**config.mk**
```make
export PLATFORM = sky130hd
export DESIGN_NAME = framebuffer_fetch_flat
export DESIGN_NICKNAME = d
export VERILOG_FILES = /design/src/rtl/led_matrix_pkg.sv /design/src/rtl/framebuffer_fetch_if.sv /design/src/rtl/rgb565_bitplane_slice.sv /design/src/rtl/framebuffer_fetch.sv /design/src/flat_wrapper.sv
export SDC_FILE = /design/constraint.sdc
export NUM_CORES = 1
export LEC_CHECK = 0
export CAP_MARGIN = 20
export CORE_ASPECT_RATIO = 0.75
export CORE_MARGIN = 4
export CORE_UTILIZATION = 28
export CTS_CLUSTER_DIAMETER = 150
export CTS_CLUSTER_SIZE = 14
export DETAILED_ROUTE_END_ITERATION = 8
export GPL_TIMING_DRIVEN = 0
export PLACE_DENSITY = 0.82
export SETUP_SLACK_MARGIN = 0.1
export SLEW_MARGIN = 20
export SYNTH_ARGS = -nofsm -noshare
export SYNTH_HDL_FRONTEND = slang
export SYNTH_SLANG_ARGS = --single-unit
```
**constraint.sdc**
```tcl
create_clock -name clk_in -period 2.15 [get_ports clk_in]
set_input_delay 0.3225 -clock clk_in [delete_from_list [all_inputs] [get_ports clk_in]]
set_output_delay 0.3225 -clock clk_in [all_outputs]
set_load 0.02 [all_outputs]
```
**src/rtl/led_matrix_pkg.sv**
```systemverilog
// Shared constants and types for the LED matrix datapath.
//   - RGB565 field positions within a framebuffer word
//   - default scan geometry (16 scan rows x 64 columns)
//   - bitplane mask width and the buffer-swap FSM state encoding
package led_matrix_pkg;

  localparam int unsigned DEF_ROW_BITS    = 4;
  localparam int unsigned DEF_COL_BITS    = 6;
  localparam int unsigned DEF_PIXEL_WIDTH = 16;

  localparam int unsigned MASK_WIDTH = 6;
  localparam int unsigned RGB_WIDTH  = 3;

  // RGB565 layout: rrrrr_gggggg_bbbbb
  localparam int unsigned R_MSB = 15;
  localparam int unsigned R_LSB = 11;
  localparam int unsigned G_MSB = 10;
  localparam int unsigned G_LSB = 5;
  localparam int unsigned B_MSB = 4;
  localparam int unsigned B_LSB = 0;

  // One shift-register bit per colour for a half row.
  typedef struct packed {
    logic r;
    logic g;
    logic b;
  } rgb_bits_t;

  typedef enum logic {
    SWAP_IDLE    = 1'b0,
    SWAP_PENDING = 1'b1
  } swap_state_e;

  // Widen a 5-bit channel to 6 bits by replicating its MSB into the LSB,
  // so full scale (11111) maps to full scale (111111).
  function automatic logic [MASK_WIDTH-1:0] expand5(input logic [4:0] c5);
    return {c5, c5[4]};
  endfunction

endpackage

```
**src/rtl/framebuffer_fetch_if.sv**
```systemverilog
// Framebuffer RAM read bus: one read strobe shared by two synchronous-read
// ports (top half row / bottom half row).
//   master : fetch stage (drives strobe and addresses, receives data)
//   slave  : RAM (receives strobe and addresses, returns data one cycle later)
interface framebuffer_fetch_if #(
  parameter int unsigned ADDR_W      = 12,
  parameter int unsigned PIXEL_WIDTH = 16
);

  logic                   ram_rd_en;
  logic [ADDR_W-1:0]      ram_addr_top;
  logic [ADDR_W-1:0]      ram_addr_bottom;
  logic [PIXEL_WIDTH-1:0] ram_data_top;
  logic [PIXEL_WIDTH-1:0] ram_data_bottom;

  modport master (
    output ram_rd_en,
    output ram_addr_top,
    output ram_addr_bottom,
    input  ram_data_top,
    input  ram_data_bottom
  );

  modport slave (
    input  ram_rd_en,
    input  ram_addr_top,
    input  ram_addr_bottom,
    output ram_data_top,
    output ram_data_bottom
  );

endinterface

```
**src/rtl/rgb565_bitplane_slice.sv**
```systemverilog
// Combinational bitplane extraction from one RGB565 pixel.
//   pixel : RGB565 framebuffer word
//   mask  : one-hot bitplane select (all-zero blanks the pixel)
//   rgb_c : {r,g,b} bit of the selected plane
module rgb565_bitplane_slice
  import led_matrix_pkg::*;
#(
  parameter int unsigned PIXEL_WIDTH = DEF_PIXEL_WIDTH
) (
  input  logic [PIXEL_WIDTH-1:0] pixel,
  input  logic [MASK_WIDTH-1:0]  mask,
  output rgb_bits_t              rgb_c
);

  logic [MASK_WIDTH-1:0] r6_c;
  logic [MASK_WIDTH-1:0] g6_c;
  logic [MASK_WIDTH-1:0] b6_c;

  // Bring every channel to 6 bits, then pick the masked plane by OR-reduction.
  always_comb begin
    r6_c    = expand5(pixel[R_MSB:R_LSB]);
    g6_c    = pixel[G_MSB:G_LSB];
    b6_c    = expand5(pixel[B_MSB:B_LSB]);
    rgb_c.r = |(r6_c & mask);
    rgb_c.g = |(g6_c & mask);
    rgb_c.b = |(b6_c & mask);
  end

endmodule

```
**src/rtl/framebuffer_fetch.sv**
```systemverilog
// Pixel fetch stage feeding the panel scan block.
// Reads the top/bottom pixel of the current column during load bursts,
// slices the active brightness bitplane and presents registered RGB bits
// two clk_in cycles after the load strobe.
//
// Build option: DOUBLE_BUFFER_EN
//   defined   - two framebuffers, swap_request is honoured at frame boundaries
//   undefined - single buffer, frame_sel/swap_ack tied low, swap_request ignored
//
// Ports:
//   clk_in, reset_n        clock, asynchronous active-low reset
//   pixel_load_en          load-burst enable from the scan block
//   column_address         current column
//   row_address            current scan row
//   brightness_mask        one-hot bitplane select, 0 = blank
//   ram                    framebuffer read bus (master side)
//   rgb_top, rgb_bottom    {r,g,b} bits for the upper / lower half row
//   pixel_valid            rgb_* carry a fetched pixel this cycle
//   swap_request           single-cycle buffer-swap request
//   swap_ack               one-cycle pulse on the first cycle of a new frame_sel
//   frame_sel              buffer currently displayed
module framebuffer_fetch
  import led_matrix_pkg::*;
#(
  parameter int unsigned ROW_BITS    = DEF_ROW_BITS,
  parameter int unsigned COL_BITS    = DEF_COL_BITS,
  parameter int unsigned PIXEL_WIDTH = DEF_PIXEL_WIDTH
) (
  input  logic                  clk_in,
  input  logic                  reset_n,
  input  logic                  pixel_load_en,
  input  logic [COL_BITS-1:0]   column_address,
  input  logic [ROW_BITS-1:0]   row_address,
  input  logic [MASK_WIDTH-1:0] brightness_mask,
  framebuffer_fetch_if.master   ram,
  output logic [RGB_WIDTH-1:0]  rgb_top,
  output logic [RGB_WIDTH-1:0]  rgb_bottom,
  output logic                  pixel_valid,
  input  logic                  swap_request,
  output logic                  swap_ack,
  output logic                  frame_sel
);

  // Stage 0: addresses come straight from the live scan position.
  assign ram.ram_rd_en       = pixel_load_en;
  assign ram.ram_addr_top    = {frame_sel, 1'b0, row_address, column_address};
  assign ram.ram_addr_bottom = {frame_sel, 1'b1, row_address, column_address};

  // Stage 1: align mask and valid with the RAM read latency.
  logic                  v1;
  logic [MASK_WIDTH-1:0] mask_s1;

  always_ff @(posedge clk_in or negedge reset_n) begin
    if (!reset_n) begin
      v1      <= 1'b0;
      mask_s1 <= '0;
    end else begin
      v1      <= pixel_load_en;
      mask_s1 <= brightness_mask;
    end
  end

  rgb_bits_t top_bits_c;
  rgb_bits_t bottom_bits_c;

  rgb565_bitplane_slice #(.PIXEL_WIDTH(PIXEL_WIDTH)) u_slice_top (
    .pixel (ram.ram_data_top),
    .mask  (mask_s1),
    .rgb_c (top_bits_c)
  );

  rgb565_bitplane_slice #(.PIXEL_WIDTH(PIXEL_WIDTH)) u_slice_bottom (
    .pixel (ram.ram_data_bottom),
    .mask  (mask_s1),
    .rgb_c (bottom_bits_c)
  );

  // Stage 2: registered outputs; RAM data is meaningless when v1 is low.
  always_ff @(posedge clk_in or negedge reset_n) begin
    if (!reset_n) begin
      rgb_top     <= '0;
      rgb_bottom  <= '0;
      pixel_valid <= 1'b0;
    end else begin
      pixel_valid <= v1;
      rgb_top     <= v1 ? RGB_WIDTH'(top_bits_c)    : '0;
      rgb_bottom  <= v1 ? RGB_WIDTH'(bottom_bits_c) : '0;
    end
  end

`ifdef DOUBLE_BUFFER_EN

  logic [ROW_BITS-1:0] row_prev;
  swap_state_e         swap_state;
  logic                defer;
  logic                frame_start_c;
  logic                pipe_idle_c;

  // Frame boundary: last scan row wraps back to row 0.
  assign frame_start_c = (row_prev == {ROW_BITS{1'b1}}) && (row_address == '0);
  // Safe to swap only when nothing is in flight or being issued.
  assign pipe_idle_c   = !pixel_load_en && !v1 && !pixel_valid;

  // Swap FSM; a boundary hit during traffic is remembered in defer and the
  // swap is taken on the first idle cycle afterwards.
  always_ff @(posedge clk_in or negedge reset_n) begin
    if (!reset_n) begin
      row_prev   <= '0;
      swap_state <= SWAP_IDLE;
      defer      <= 1'b0;
      frame_sel  <= 1'b0;
      swap_ack   <= 1'b0;
    end else begin
      row_prev <= row_address;
      swap_ack <= 1'b0;
      case (swap_state)
        SWAP_IDLE: begin
          defer <= 1'b0;
          if (swap_request) begin
            swap_state <= SWAP_PENDING;
          end
        end
        SWAP_PENDING: begin
          // Further requests here are absorbed: no queueing.
          if ((frame_start_c || defer) && pipe_idle_c) begin
            frame_sel  <= ~frame_sel;
            swap_ack   <= 1'b1;
            defer      <= 1'b0;
            swap_state <= SWAP_IDLE;
          end else if (frame_start_c) begin
            defer <= 1'b1;
          end
        end
      endcase
    end
  end

`else

  // Single buffer: no swap machinery.
  logic unused_swap_request;

  assign unused_swap_request = swap_request;
  assign frame_sel           = 1'b0;
  assign swap_ack            = 1'b0;

`endif

endmodule

```
**src/flat_wrapper.sv**
```systemverilog
// flat-port wrapper written by rule: the top's interface ports become plain ports
module framebuffer_fetch_flat import led_matrix_pkg::*;
#(
  parameter int unsigned ROW_BITS    = DEF_ROW_BITS,
  parameter int unsigned COL_BITS    = DEF_COL_BITS,
  parameter int unsigned PIXEL_WIDTH = DEF_PIXEL_WIDTH
)
  (clk_in, reset_n, pixel_load_en, column_address, row_address, brightness_mask, rgb_top, rgb_bottom, pixel_valid, swap_request, swap_ack, frame_sel, ram_ram_rd_en, ram_ram_addr_top, ram_ram_addr_bottom, ram_ram_data_top, ram_ram_data_bottom);
  framebuffer_fetch_if #(.ADDR_W(12), .PIXEL_WIDTH(PIXEL_WIDTH)) ram_i ();
  input  logic clk_in;
  input  logic reset_n;
  input  logic pixel_load_en;
  input  logic [COL_BITS-1:0] column_address;
  input  logic [ROW_BITS-1:0] row_address;
  input  logic [MASK_WIDTH-1:0] brightness_mask;
  output logic [RGB_WIDTH-1:0] rgb_top;
  output logic [RGB_WIDTH-1:0] rgb_bottom;
  output logic pixel_valid;
  input  logic swap_request;
  output logic swap_ack;
  output logic frame_sel;
  output wire logic [$bits(ram_i.ram_rd_en)-1:0] ram_ram_rd_en;
  output wire logic [$bits(ram_i.ram_addr_top)-1:0] ram_ram_addr_top;
  output wire logic [$bits(ram_i.ram_addr_bottom)-1:0] ram_ram_addr_bottom;
  input wire logic [$bits(ram_i.ram_data_top)-1:0] ram_ram_data_top;
  input wire logic [$bits(ram_i.ram_data_bottom)-1:0] ram_ram_data_bottom;
  assign ram_ram_rd_en = ram_i.ram_rd_en;
  assign ram_ram_addr_top = ram_i.ram_addr_top;
  assign ram_ram_addr_bottom = ram_i.ram_addr_bottom;
  assign ram_i.ram_data_top = ram_ram_data_top;
  assign ram_i.ram_data_bottom = ram_ram_data_bottom;
  framebuffer_fetch #(.ROW_BITS(ROW_BITS), .COL_BITS(COL_BITS), .PIXEL_WIDTH(PIXEL_WIDTH)) u_core (.clk_in(clk_in), .reset_n(reset_n), .pixel_load_en(pixel_load_en), .column_address(column_address), .row_address(row_address), .brightness_mask(brightness_mask), .ram(ram_i), .rgb_top(rgb_top), .rgb_bottom(rgb_bottom), .pixel_valid(pixel_valid), .swap_request(swap_request), .swap_ack(swap_ack), .frame_sel(frame_sel));
endmodule
```
Yosys cells after proc, flatten, opt, wreduce, memory -nomap -nowiden
Index checks and enable logic that the tools add are counted.
{ "word_totals": {"register_bits": 14, "output_inout_bits": 34} }
{ "classes": {"mux": 2, "bitwise_logic": 6, "n_reduce_logical": 6} }
{ "op_table": {"columns": ["op", "n"], "rows": [
  ["6-bit AND", 6],
  ["6-bit OR reduction", 6],
  ["3-bit 2-to-1 mux", 2]
]} }

Depth between registers and ports, before layout
{ "depth": {"word_depth": 3, "mapped_depth": 2, "mapped_depth_nobuf": 2} }

Cells and area by module
Synthesis repeated with hierarchy kept, for this count alone.
{ "unflattened": {"cells_unflattened": 73, "hier_area_um2": 753.2} }
{ "modules_own_cells": {"columns": ["module", "instances", "cells_per_inst", "area_each_um2", "seq_area_each_um2"], "rows": [
  ["framebuffer_fetch", 1, 49, 598.1, 350.3],
  ["rgb565_bitplane_slice", 2, 12, 77.6, 0.0]
]} }

Worst setup path after synthesis
Ideal clock, no wire load.
{ "synth_timing": {"kind": "register to register", "start": "reg u_core.mask_s1[1]", "end": "reg u_core.rgb_bottom[0]", "setup_ns": 0.131, "arrival_ns": 0.668, "slack_ns": 1.351, "stages_incl_launch_ff": 3, "synth_period_minus_slack_ns": 0.799, "cell_sequence": "dfrtp_1 -> a22oi_1 -> a31oi_1"} }
{ "synth_via": {"elab_chain_len": 3} }
{ "synth_lines": {"columns": ["element", "line", "text"], "rows": [
  ["start: declaration", "framebuffer_fetch.sv:51", "logic [MASK_WIDTH-1:0] mask_s1;"],
  ["start signal: assignment", "framebuffer_fetch.sv:59", "mask_s1 <= brightness_mask;"],
  ["6-bit AND", "rgb565_bitplane_slice.sv:26", "rgb_c.b = |(b6_c & mask);"],
  ["6-bit OR reduction", "rgb565_bitplane_slice.sv:26", null],
  ["3-bit 2-to-1 mux", "framebuffer_fetch.sv:87", "rgb_bottom <= v1 ? RGB_WIDTH'(bottom_bits_c) : '0;"],
  ["end signal: assignment", "framebuffer_fetch.sv:87", null],
  ["end: declaration", "framebuffer_fetch.sv:37", "output logic [RGB_WIDTH-1:0] rgb_bottom,"]
]} }
No other way between the ends.

Final worst setup path
{ "layout_timing": {"start": "in pixel_load_en", "end": "out ram_ram_rd_en"} }
{ "layout_rtl": {"columns": ["element", "line", "text"], "rows": [
  ["start: declaration", "flat_wrapper.sv:12", "input logic pixel_load_en;"],
  ["end: declaration", "flat_wrapper.sv:22", "output wire logic [$bits(ram_i.ram_rd_en)-1:0] ram_ram_rd_en;"]
]} }
No word-level cell between the ends.

==> flow_metrics.py <==
metrics = {
    "synth": {
        "synth_most_common_cell": "buf_4",
        "synth_top_family_by_area": "buffers and inverters",
        "syn-mean-instance-area_um2": 10.7,
        "ys_seq_area_frac": 0.482,
        "yosys.area.top_type": "dfrtp_1",
        "ys_top_cells_by_count": "buf_4 (27), a22oi_1 (14), dfrtp_1 (14)",
        "synth_edf_count": 0,
        "synth_xor_area_frac": 0,
        "yosys_register_bits": 14,
        "synth-adder-area-share": 0,
        "ys_async_sr_fraction": 1.00,
        "syn_inst": 68,
        "synth_simple_gate_area_frac": 0,
        "ys_types": 7,
        "yosysTopAreaCellShare": 0.482,
        "synth_ff_type": "dfrtp_1",
        "synthesis.area_um2": 727,
        "synth_area_leaders": "dfrtp_1 (48%), buf_4 (28%), a22oi_1 (14%)",
        "ys_warn_count": 0,
        "synthMuxAreaShare": 0,
        "synth_compound_area_frac": 0.224,
    },
    "setup_path": {
        "worstPathRequired_ps": 1830,
        "crit_type": "in2out",
        "end_kind": "primary output",
        "slowest_stage": "clkdlybuf4s50_1",
        "crit_chain": "clkdlybuf4s50_1 > buf_4 > clkdlybuf4s50_1",
        "crit_top_cell": "clkdlybuf4s50_1",
        "worstSetupStartpointType": "input pin",
        "worst-path-buf-inv": 3,
        "cp_slowest_stage_delay_ps": 590,
        "arrival_ps": 1500,
        "crit_fanout": 2,
        "critical_path.top_delay_family": "buffers and inverters",
    },
    "power": {
        "p_leak_nw": 0.659,
        "p_per_area_nw_per_um2": 480,
        "ir_worst_vdd_v": 0.000321,
        "total_power_mw": 0.721,
    },
    "finish": {
        "area_delta_synth_final_pct": 107,
        "instances_no_fill": 178,
        "fill_cells": 212,
        "fin_nets": 197,
        "num_antenna_cells": 0,
        "fin_util": 0.630,
        "drive_gt1_frac": 0.215,
    },
    "clock_network": {
        "clk_latency_ps": 280,
        "cts_tree": "built",
        "cts.clk_slew.worst_paths_ps": 70,
        "hold_buffers": 0,
        "cts.path.max_buffers": 2,
        "cts_max_level": 1,
        "clkSinkCount": 14,
        "cts_resized": 0,
        "cts_buffers": 3,
        "post_cts_buffers": 0,
        "cts_root_buf": "clkbuf_4",
    },
    "routing": {
        "vias": 740,
        "drc": 0,
        "dr.pass1.iters": 4,
        "drtAntennaViolNets": 0,
        "wire_per_inst_um": 13.1,
        "drt_wl_total_mm": 2.34,
        "drt_iter0_drc": 14,
        "vias_per_cell": 4.16,
    },
    "place": {
        "pre_cts_slack_ps": 317,
        "place_inst": 174,
        "place_congestion": 0.701,
        "dp_hpwl_mm": 2.12,
        "portBuffers": 68,
    },
    "floorplanning": {
        "die_w_um": 66.8,
        "dieArea_um2": 3480,
        "ios": 86,
        "die_y_um": 52.1,
        "core_um2": 2380,
        "initial_utilization": 0.305,
        "fp-row-count": 15,
    },
    "sta": {
        "final_hold_viol_count": 0,
        "fmax_mhz": 549,
        "rsz0062_at_grt": "no",
        "final-setup-viol-count": 0,
        "fin_crit_ps": 1820,
        "timing.final.ws_setup_ps": 328,
        "clock_skew_ps": 1.10,
        "worst-slew-pin-transition_ps": 569,
        "relSlewSlack": 0.620,
        "fin_tns_setup_ps": 0,
        "finalMaxSlewViolations": 0,
        "fin_crit_sh": 0.847,
    },
    "global_routing": {
        "grt_overflow": 0,
        "grt_pass1_wl_mm": 3.48,
        "track_usage": 0.138,
        "grt_max_degree": 15,
        "antenna_found_initial": 0,
        "grt_pass1_vias": 780,
    },
    "run": {
        "max-cap-violations": 0,
    },
    "hold_path": {
        "hold_path.class": "reg2reg",
    },
    "outcome": {
        "status": "complete, no violations",
    },
}
[final timing paths]
path / start / endpoint / slack (ps) / cells after the start
setup reg to reg: u_core.mask_s1[2] / u_core.rgb_bottom[0] / 1220 / 2
min in group asynchronous: reset_n / u_core.rgb_bottom[0] / 410 / 1
hold / removal: u_core.v1 / u_core.pixel_valid / 390 / 0
hold reg to reg: u_core.v1 / u_core.pixel_valid / 390 / 0
setup / recovery: pixel_load_en / ram_ram_rd_en / 330 / 3
max in group asynchronous: reset_n / u_core.mask_s1[0] / 1370 / 1
[cell usage in the layout (no fill, tap or decap)]
cell	count
a31oi_1	6
dfrtp_1	14
clkbuf_8	1
buf_4	27
clkdlybuf4s50_1	68
inv_1	1
conb_1	6
clkbuf_4	3
a22oi_1	14
o21ai_0	4
[area by class of cell]
class                      instances  area (µm²)  area share
inverter                           1        3.75     0.00250
multi-input combinational         30         185       0.123
sequential                        14         350       0.233
timing repair buffer              68         681       0.453
buffer                            27         203       0.135
clock buffer                       4        36.3      0.0242
tap                               34        42.5      0.0283
[stage by stage]
stage / hold WS (ps) / instance area (µm²)
after CTS: 392 / 1500
after global routing: 417 / 1500
after detailed placement: 374 / 1470
final: 389 / 1500
after floorplan: 26.9 / 742
after global placement: 363 / 1470
[flip-flops by register name (all words and copies together) (netlist names)]
name                flops
u_core.pixel_valid      1
u_core.v1               1
u_core.rgb_bottom       3
u_core.rgb_top          3
u_core.mask_s1          6
[worst reg2reg max path, stage by stage (launching register included)]
cell,delay (ps)
dfrtp_1,450
a22oi_1,230
a31oi_1,120
[power breakdown]
part           total, mW  switching [mW]  internal (mW)
logic              0.250          0.0926          0.157
clock network      0.180          0.0767          0.103
registers          0.292          0.0124          0.279
[logic make-up (layout without fill, tap and decap cells)]
| kind of cell | Yosys count | count (layout) |
|---|---|---|
| buf+inv | 28 | 100 |
| compound gates | 24 | 24 |
| flops | 14 | 14 |
| other cells | 2 | 6 |
[routing by layer]
metal | GRT usage | routed length (µm)
met5 | 0 | 0
met4 | 0.0507 | 36
met3 | 0.0432 | 184
met2 | 0.266 | 1390
met1 | 0.137 | 728
(Power assumes the default switching activity.)
